[src/rtl/div_pkg.sv]
// Shared types and helpers for the sequential restoring divider.
// Optional signed support is enabled with DIV_SIGNED_EN.
package div_pkg;

  typedef enum logic [1:0] {
    IDLE = 2'd0,
    CALC = 2'd1,
    FIX  = 2'd2,
    DONE = 2'd3
  } divState_e;

  // Quotient bit pattern returned for a zero divisor (all ones).
  localparam logic DIV_ZERO_Q_BIT = 1'b1;

  function automatic int clog2(input int value);
    int res;
    int v;
    res = 0;
    v = value - 1;
    while (v > 0) begin
      res++;
      v = v >> 1;
    end
    return res;
  endfunction

endpackage

[src/rtl/div_if.sv]
// Start/Busy/Done handshake and operand/result bus of the sequential divider.
// IsSigned and Overflow exist only when DIV_SIGNED_EN is defined.
interface div_if #(parameter int WIDTH = 16);

  logic             Start;
  logic [WIDTH-1:0] A;
  logic [WIDTH-1:0] B;
  logic             Busy;
  logic             Done;
  logic [WIDTH-1:0] Quotient;
  logic [WIDTH-1:0] Remainder;
  logic             DivByZero;
`ifdef DIV_SIGNED_EN
  logic             IsSigned;
  logic             Overflow;

  modport master (output Start, A, B, IsSigned,
                  input  Busy, Done, Quotient, Remainder, DivByZero, Overflow);
  modport slave  (input  Start, A, B, IsSigned,
                  output Busy, Done, Quotient, Remainder, DivByZero, Overflow);
`else
  modport master (output Start, A, B,
                  input  Busy, Done, Quotient, Remainder, DivByZero);
  modport slave  (input  Start, A, B,
                  output Busy, Done, Quotient, Remainder, DivByZero);
`endif

endinterface

[src/rtl/div_step.sv]
// One restoring-division step: shift {rem, dvd} left, trial-subtract, select.
// Unaffected by DIV_SIGNED_EN; always works on magnitudes.
module div_step #(
  parameter int WIDTH = 16
) (
  input  logic [WIDTH-1:0] rem,
  input  logic [WIDTH-1:0] dvd,
  input  logic [WIDTH-1:0] divisor,
  output logic [WIDTH-1:0] remNext,
  output logic [WIDTH-1:0] dvdNext
);

  logic [WIDTH:0] shifted;
  logic [WIDTH:0] trial;

  // rem < divisor is invariant, so WIDTH+1 bits hold the signed trial difference.
  assign shifted = {rem, dvd[WIDTH-1]};
  assign trial   = shifted - {1'b0, divisor};
  assign remNext = trial[WIDTH] ? shifted[WIDTH-1:0] : trial[WIDTH-1:0];
  assign dvdNext = {dvd[WIDTH-2:0], ~trial[WIDTH]};

endmodule

[src/rtl/seq_divider.sv]
// Multi-cycle restoring divider, one quotient bit per clock, Start/Busy/Done handshake.
// Define DIV_SIGNED_EN to add two's-complement operation (IsSigned/Overflow).
//
// state | meaning
// IDLE  | waiting for Start; results held
// CALC  | WIDTH restoring steps, counter WIDTH-1..0
// FIX   | sign correction, results registered
// DONE  | one-cycle Done pulse, Busy low
module seq_divider
  import div_pkg::*;
#(
  parameter int WIDTH = 16
) (
  input logic Clk,
  input logic Rst_n,
  div_if.slave bus
);

  localparam int CW = clog2(WIDTH);
  localparam logic [1:0] ST_IDLE = IDLE;
  localparam logic [1:0] ST_CALC = CALC;
  localparam logic [1:0] ST_FIX  = FIX;
  localparam logic [1:0] ST_DONE = DONE;

  logic [1:0]       state;
  logic [CW-1:0]    cnt;
  logic [WIDTH-1:0] rem, dvd, divisor;
  logic [WIDTH-1:0] remNext, dvdNext;
  logic [WIDTH-1:0] magA, magB;
  logic [WIDTH-1:0] quotReg, remReg;
  logic             bZero, negQ, negR, dbzReg;
  logic             isSigned;

`ifdef DIV_SIGNED_EN
  logic ovf, ovfReg;
  assign isSigned     = bus.IsSigned;
  assign bus.Overflow = ovfReg;
`else
  assign isSigned = 1'b0;
`endif

  assign magA = (isSigned && bus.A[WIDTH-1]) ? -bus.A : bus.A;
  assign magB = (isSigned && bus.B[WIDTH-1]) ? -bus.B : bus.B;

  div_step #(.WIDTH(WIDTH)) u_step (
    .rem     (rem),
    .dvd     (dvd),
    .divisor (divisor),
    .remNext (remNext),
    .dvdNext (dvdNext)
  );

  always_ff @(posedge Clk or negedge Rst_n) begin
    if (!Rst_n) begin
      state   <= ST_IDLE;
      cnt     <= '0;
      rem     <= '0;
      dvd     <= '0;
      divisor <= '0;
      bZero   <= 1'b0;
      negQ    <= 1'b0;
      negR    <= 1'b0;
      quotReg <= '0;
      remReg  <= '0;
      dbzReg  <= 1'b0;
`ifdef DIV_SIGNED_EN
      ovf     <= 1'b0;
      ovfReg  <= 1'b0;
`endif
    end else begin
      case (state)
        ST_IDLE: begin
          if (bus.Start) begin
            rem     <= '0;
            divisor <= magB;
            bZero   <= (bus.B == '0);
            // Zero divisor keeps the raw dividend, which becomes the remainder.
            dvd     <= (bus.B == '0) ? bus.A : magA;
            negQ    <= isSigned && (bus.A[WIDTH-1] ^ bus.B[WIDTH-1]);
            negR    <= isSigned && bus.A[WIDTH-1];
            cnt     <= CW'(WIDTH - 1);
`ifdef DIV_SIGNED_EN
            ovf     <= isSigned && (bus.A == {1'b1, {(WIDTH-1){1'b0}}}) && (bus.B == '1);
`endif
            // Zero divisor skips CALC but still passes FIX, giving a two-edge latency.
            state   <= (bus.B == '0) ? ST_FIX : ST_CALC;
          end
        end
        ST_CALC: begin
          rem <= remNext;
          dvd <= dvdNext;
          if (cnt == '0) state <= ST_FIX;
          else           cnt   <= cnt - 1'b1;
        end
        ST_FIX: begin
          if (bZero) begin
            quotReg <= {WIDTH{DIV_ZERO_Q_BIT}};
            remReg  <= dvd;
            dbzReg  <= 1'b1;
`ifdef DIV_SIGNED_EN
            ovfReg  <= 1'b0;
`endif
          end else begin
            quotReg <= negQ ? -dvd : dvd;
            remReg  <= negR ? -rem : rem;
            dbzReg  <= 1'b0;
`ifdef DIV_SIGNED_EN
            ovfReg  <= ovf;
`endif
          end
          state <= ST_DONE;
        end
        ST_DONE: state <= ST_IDLE;
        default: state <= ST_IDLE;
      endcase
    end
  end

  assign bus.Busy      = (state == ST_CALC) || (state == ST_FIX);
  assign bus.Done      = (state == ST_DONE);
  assign bus.Quotient  = quotReg;
  assign bus.Remainder = remReg;
  assign bus.DivByZero = dbzReg;

endmodule

[src/flat_wrapper.sv]
// flat-port wrapper written by rule: the top's interface ports become plain ports
module seq_divider_flat import div_pkg::*;
#(
  parameter int WIDTH = 16
)
  (Clk, Rst_n, bus_Start, bus_A, bus_B, bus_Busy, bus_Done, bus_Quotient, bus_Remainder, bus_DivByZero);
  div_if #(.WIDTH(WIDTH)) bus_i ();
  input logic Clk;
  input logic Rst_n;
  input wire logic [$bits(bus_i.Start)-1:0] bus_Start;
  input wire logic [$bits(bus_i.A)-1:0] bus_A;
  input wire logic [$bits(bus_i.B)-1:0] bus_B;
  output wire logic [$bits(bus_i.Busy)-1:0] bus_Busy;
  output wire logic [$bits(bus_i.Done)-1:0] bus_Done;
  output wire logic [$bits(bus_i.Quotient)-1:0] bus_Quotient;
  output wire logic [$bits(bus_i.Remainder)-1:0] bus_Remainder;
  output wire logic [$bits(bus_i.DivByZero)-1:0] bus_DivByZero;
  assign bus_i.Start = bus_Start;
  assign bus_i.A = bus_A;
  assign bus_i.B = bus_B;
  assign bus_Busy = bus_i.Busy;
  assign bus_Done = bus_i.Done;
  assign bus_Quotient = bus_i.Quotient;
  assign bus_Remainder = bus_i.Remainder;
  assign bus_DivByZero = bus_i.DivByZero;
  seq_divider #(.WIDTH(WIDTH)) u_core (.Clk(Clk), .Rst_n(Rst_n), .bus(bus_i));
endmodule
[config.mk]
export PLATFORM = sky130hd
export DESIGN_NAME = seq_divider_flat
export DESIGN_NICKNAME = d
export VERILOG_FILES = /design/src/rtl/div_pkg.sv /design/src/rtl/div_if.sv /design/src/rtl/div_step.sv /design/src/rtl/seq_divider.sv /design/src/flat_wrapper.sv
export SDC_FILE = /design/constraint.sdc
export NUM_CORES = 1
export LEC_CHECK = 0
export ABC_AREA = 1
export CORE_MARGIN = 4
export CORE_UTILIZATION = 35
export CTS_CLUSTER_SIZE = 8
export DETAILED_ROUTE_END_ITERATION = 12
export GPL_TIMING_DRIVEN = 1
export HOLD_SLACK_MARGIN = 0.08
export PLACE_DENSITY_LB_ADDON = 0.08
export RECOVER_POWER = 25
export SLEW_MARGIN = 20
export SYNTH_ARGS = -nofsm -noshare
export SYNTH_HDL_FRONTEND = slang
export SYNTH_SLANG_ARGS = --single-unit
[constraint.sdc]
create_clock -name Clk -period 7.1 [get_ports Clk]
set_clock_uncertainty 0.2 [all_clocks]
set_input_delay 0.71 -clock Clk [delete_from_list [all_inputs] [get_ports Clk]]
set_output_delay 0.71 -clock Clk [all_outputs]
set_load 0.03 [all_outputs]
== After elaboration in Yosys (flattened, before gate mapping) ==
Cells that the tools add are included.

* Bits of input ports: 35
* Output and inout bits: 35
* Memory bits (read-only): 0
* Latch bits: 0
* Bits in writable memories: 0
* Memories kept: 0
* Bits in registers: 88
* Word-level logic and storage cells: 42

* $mul: 0
* Shift operators: 0
* $lt $le $gt $ge: 0
* Bitwise operators: 1
* Reduce and logical (&&, ||, !) cells: 9
* $add $sub $neg: 2
* Equal/unequal tests: 6
* Mux-type cells: 15
* Divide/modulo/power cells: 0

{| class="wikitable"
|+ Operators by type and width
! kind !! count
|-
| $mux 16 || 5
|-
| $pmux 16 s2 || 2
|-
| $sub 17x16->17 || 1
|-
| $logic_not 16->1 || 1
|-
| $mux 4 || 2
|-
| $pmux 2 s4 || 1
|-
| $pmux 4 s2 || 1
|-
| $mux 2 || 3
|-
| $reduce_and 2->1 || 3
|-
| $eq 2x2->1 const B || 2
|-
| $logic_not 4->1 || 1
|-
| $ne 2x2->1 const B || 2
|-
| $sub 4x1->4 const B || 1
|-
| $reduce_and 3->1 || 1
|-
| $eq 2x1->1 const B || 1
|-
| $logic_not 2->1 || 1
|-
| $ne 2x1->1 const B || 1
|-
| $reduce_bool 2->1 || 1
|-
| $logic_or 1x1->1 || 1
|-
| $mux 1 || 1
|-
| $not 1->1 || 1
|}

== Logic depth before layout (Yosys ltp) ==
* Word-level depth: 4
* Mapped depth: 16
* Depth with buffers taken out: 16

== Hierarchy ==
A second synthesis with hierarchy kept.

* Cell total of the unflattened synthesis: 729
* Area, all modules: 5462.7 µm²

{| class="wikitable"
|+ Modules (own cells, without submodules)
! module !! area each (µm²) !! instances !! cells each !! sequential area each (µm²)
|-
| seq_divider || 3900.0 || 1 || 432 || 2202.1
|-
| div_step || 1562.7 || 1 || 297 || 0.0
|}

== Worst setup path before layout ==
No wires, ideal clock.

* Kind: reg-to-reg
* From: register u_core.dvd[15]
* To: register u_core.rem[10]
* Cell stages (with the launch flop): 16
* Data arrival time: 1.950 ns
* Slack: 4.833 ns
* Data required time: 6.783 ns
* Library setup time: 0.117 ns
* Path buffers: 1
* Clock period less this slack: 2.267 ns
* Cell sequence: dfrtp_1 inv_1 ha_1 inv_1 fa_1 nand2_1 nand2_1 nand3_2 nand2_2 nand2_2 nand3_1 nand2_4 buf_8 nand2_2 nand3_2 nand2_1

* Longest elaborated chain between the ends: 3

{| class="wikitable"
|+ Ends and longest elaborated chain
! what !! line !! RTL
|-
| from (decl) || seq_divider.sv:27 || <nowiki>logic [WIDTH-1:0] rem, dvd, divisor;</nowiki>
|-
| from (signal assigned) || seq_divider.sv:78 || <nowiki>dvd <= (bus.B == '0) ? bus.A : magA;</nowiki>
|-
| from (signal assigned) || seq_divider.sv:91 || <nowiki>dvd <= dvdNext;</nowiki>
|-
| $sub 17x16->17 || div_step.sv:18 || <nowiki>assign trial = shifted - {1'b0, divisor};</nowiki>
|-
| $mux 16 || div_step.sv:19 || <nowiki>assign remNext = trial[WIDTH] ? shifted[WIDTH-1:0] : trial[WIDTH-1:0];</nowiki>
|-
| $pmux 16 s2 || seq_divider.sv:71 || <nowiki>case (state)</nowiki>
|-
| to (signal assigned) || seq_divider.sv:90 || <nowiki>rem <= remNext;</nowiki>
|-
| to (decl) || seq_divider.sv:27 ||
|}

Every way passes these cells.
A chain may end at the register's enable or synchronous reset.

== Worst setup path after layout ==
* From: input port bus_Start
* To: register u_core.cnt[3]

* Longest elaborated chain between the ends: 2

{| class="wikitable"
|+ Ends and longest elaborated chain
! what !! line !! RTL
|-
| from (decl) || flat_wrapper.sv:10 || <nowiki>input wire logic [$bits(bus_i.Start)-1:0] bus_Start;</nowiki>
|-
| $ne 2x2->1 (no source line) || - ||
|-
| $reduce_and 3->1 (no source line) || - ||
|-
| to (signal assigned) || seq_divider.sv:81 || <nowiki>cnt <= CW'(WIDTH - 1);</nowiki>
|-
| to (signal assigned) || seq_divider.sv:93 || <nowiki>else cnt <= cnt - 1'b1;</nowiki>
|-
| to (decl) || seq_divider.sv:26 || <nowiki>logic [CW-1:0] cnt;</nowiki>
|}

Every way passes these cells.

==> metrics.cfg <==
[synth]
yosysTopAreaCell = dfrtp_1
yosysSeqAreaShare = 0.4267
synth_edf_count = 0
avgSynthCellArea_um2 = 7.259
syn_nets = 768
yosysWarnings = 0
ys_types = 34
synthArstFlopShare = 1.000
synthesis.instances = 711
synth.area.top_cells = dfrtp_1, nand2_1, inv_1
synthFlopType = dfrtp_1
synth.cell_area_um2 = 5161
synth_seq_cells = 88
netlist.area_leader.share = 0.4267

[critical_path]
r2r.worst_path.cells = 11
r2r_end = u_core.cnt[3]
rr_startpoint = u_core.state[0]
worst-r2r-setup-slack_ps = 3550
crit_path_start_kind = input pin
startpoint = bus_Start
criticalPathCategory = in -> reg
critPathCaptureType = flop
path_max_fanout = 32
crit_required_ps = 7130
crit_path_end = u_core.cnt[3]
worstPathArrival_ps = 3670

[die]
core-area_um2 = 14480
initial_utilization = 0.3565
num_rows = 44
die_area_um2 = 16750
die_h_um = 129.4
ios = 70
die-width_um = 129.4

[pwr]
p_leak_uw = 0.003203
peakVddDrop_v = 0.0002589
power_density_nw_per_um2 = 576.5

[timing]
finalHoldViolations = 0
setup_viol = 0
relSlewSlack = -0.08597
drv_slew = 29
min_period_over_period = 0.5128
worstMarginPinSlew_ps = 1629
fmax_mhz = 274.6
rsz0062_at_grt = false
tns_ps = 0
period_minus_slack_ps = 3641

[global_routing]
grt_pass1_wl_um = 22720
gr-total-overflow = 0
antenna_found_initial = 0
grtUsageTotal = 0.1717
grt_pass1_vias = 4472
grt_max_degree = 62

[cts]
cts_tree = built
htreeDepth = 3
hold_buffers = 0
clk_latency_ps = 350
cts_resized = 0
numCtsBuffers = 9
clk_pin_slew_worst_paths_ps = 70
cts-root-buf = clkbuf_16
cts_setup_buffers = 0
clock_path_buffers = 2
cts.sinks = 88

[layout]
drive_above_1_share = 0.07623
nets = 826
syn2layout_area_growth_pct = 21.82
antenna_cells = 0
fillers = 1494
fin_cells = 958

[drt]
drt_wl_total_um = 13610
viasPerCell = 4.698
dr.pass1.iters = 4
drt-wirelength-per-cell_um = 14.20
ant_nets = 0
num_vias = 4501
drt_iter0_drc = 239
drc = 0

[placed_design]
dpl.cell_count = 942
place_congestion = 0.8690
port_buffers = 69
dpl.hpwl_um = 10260

[run_status]
outcome = finished, violations left
failed_checks = capacitance limit, slew limit

[job]
max_cap_violations = 1

[hold_path]
min_path_type = reg -> reg

==> metal layers <==
metal | vias to the layer above | GRT usage | share of wire
li1 | 2334 | - | -
met5 | - | 0 | 0
met1 | 2082 | 0.2343 | 0.48
met3 | 9 | 0.03751 | 0.036
met2 | 76 | 0.2826 | 0.48
met4 | 0 | 0.03606 | 0.0089
==> where the power goes <==
group / total, uW / internal, uW / switching (uW)
registers: 930 / 746 / 183
logic: 2200 / 787 / 1420
clock network: 492 / 285 / 207
total: 3620 / 1820 / 1810
==> flip-flops by register name, summed over array words and instances (netlist names) <==
name	flops
u_core.bZero	1
u_core.bus.DivByZero	1
u_core.bus.Quotient	16
u_core.bus.Remainder	16
u_core.cnt	4
u_core.divisor	16
u_core.dvd	16
u_core.rem	16
u_core.state	2
==> logic make-up (layout without fill, tap and decap cells) <==
family | after synthesis | count (layout) | synth area share
AOI/OAI and AO/OA | 88 | 88 | 0.09358
xor gates and xnor gates | 7 | 7 | 0.01188
adders and majority gates | 22 | 22 | 0.05479
buffers and inverters | 135 | 198 | 0.1025
DFF | 88 | 88 | 0.4267
and+or+nand+nor | 371 | 371 | 0.3105
==> per-stage QoR <==
step / util / total power, uW / hold slack [ps] / cell area, um2 / setup slack, ps
2_1_floorplan: - / 2540 / 214.4 / 5161 / 4833
3_3_place_gp: 0.4134 / 3123 / 260.5 / 5986 / 3180
3_5_place_dp: 0.4134 / 3158 / 265.5 / 5986 / 3087
4_1_cts: 0.4345 / 3663 / 103.9 / 6291 / 3447
5_1_grt: 0.4342 / 3987 / 310.4 / 6287 / 3109
6_report: 0.4342 / 3624 / 274.9 / 6287 / 3459
==> cell type report <==
cell class	instances	area, um2	area share
inverters	110	412.9	0.06567
well taps	184	230.2	0.03662
repair buffers	72	706.9	0.1124
flip-flops and latches	88	2202	0.3502
clock buffers	11	242.7	0.03861
multi-input cells	488	2430	0.3865
clock inverters	5	62.56	0.009950
==> layout by cell type (no fill, tap or decap), drive strengths merged, types with 12 or more instances in the layout <==
cell	instances
nand3	48
ha	21
dfrtp	88
nor2	64
o21ai	41
a21oi	27
clkdlybuf4s50	68
clkbuf	12
nand2	244
inv	111
a31oi	15
==> how the worst min path moves through the flow <==
stage / start / end / slack, ps / cells after the start
after detailed placement: u_core.bus.DivByZero / u_core.bus.DivByZero / 270 / 2
after CTS: Rst_n / u_core.rem[3] / 100 / 1
after global routing: u_core.divisor[4] / u_core.divisor[4] / 310 / 2
final: u_core.bus.DivByZero / u_core.bus.DivByZero / 270 / 2
after global placement: u_core.bus.DivByZero / u_core.bus.DivByZero / 260 / 2
after floorplan: Rst_n / u_core.bZero / 210 / 0
==> worst max-delay path, cell delays in order <==
cell	delay [ps]
clkdlybuf4s50_1	440
nand2_1	650
inv_2	150
a21oi_2	690
inv_2	460
nand2_1	270
inv_2	70
nand3_1	80
or2_1	100
nand3_1	50
==> synth_stat cells, types with 2 or more instances <==
master,n
buf_2,3
ha_1,21
clkbuf_1,20
o21ai_1,3
nand3_2,9
nand2_2,19
a31oi_1,15
a21oi_2,3
xnor2_1,7
dfrtp_1,88
and2_1,2
inv_2,5
o21ai_0,38
nor2_1,63
inv_1,104
nand2_4,2
nand2_1,223
nand3_1,39
o211ai_1,2
a21oi_1,24
nand4_1,5
nor3_1,4
(Power assumes the default switching activity.)
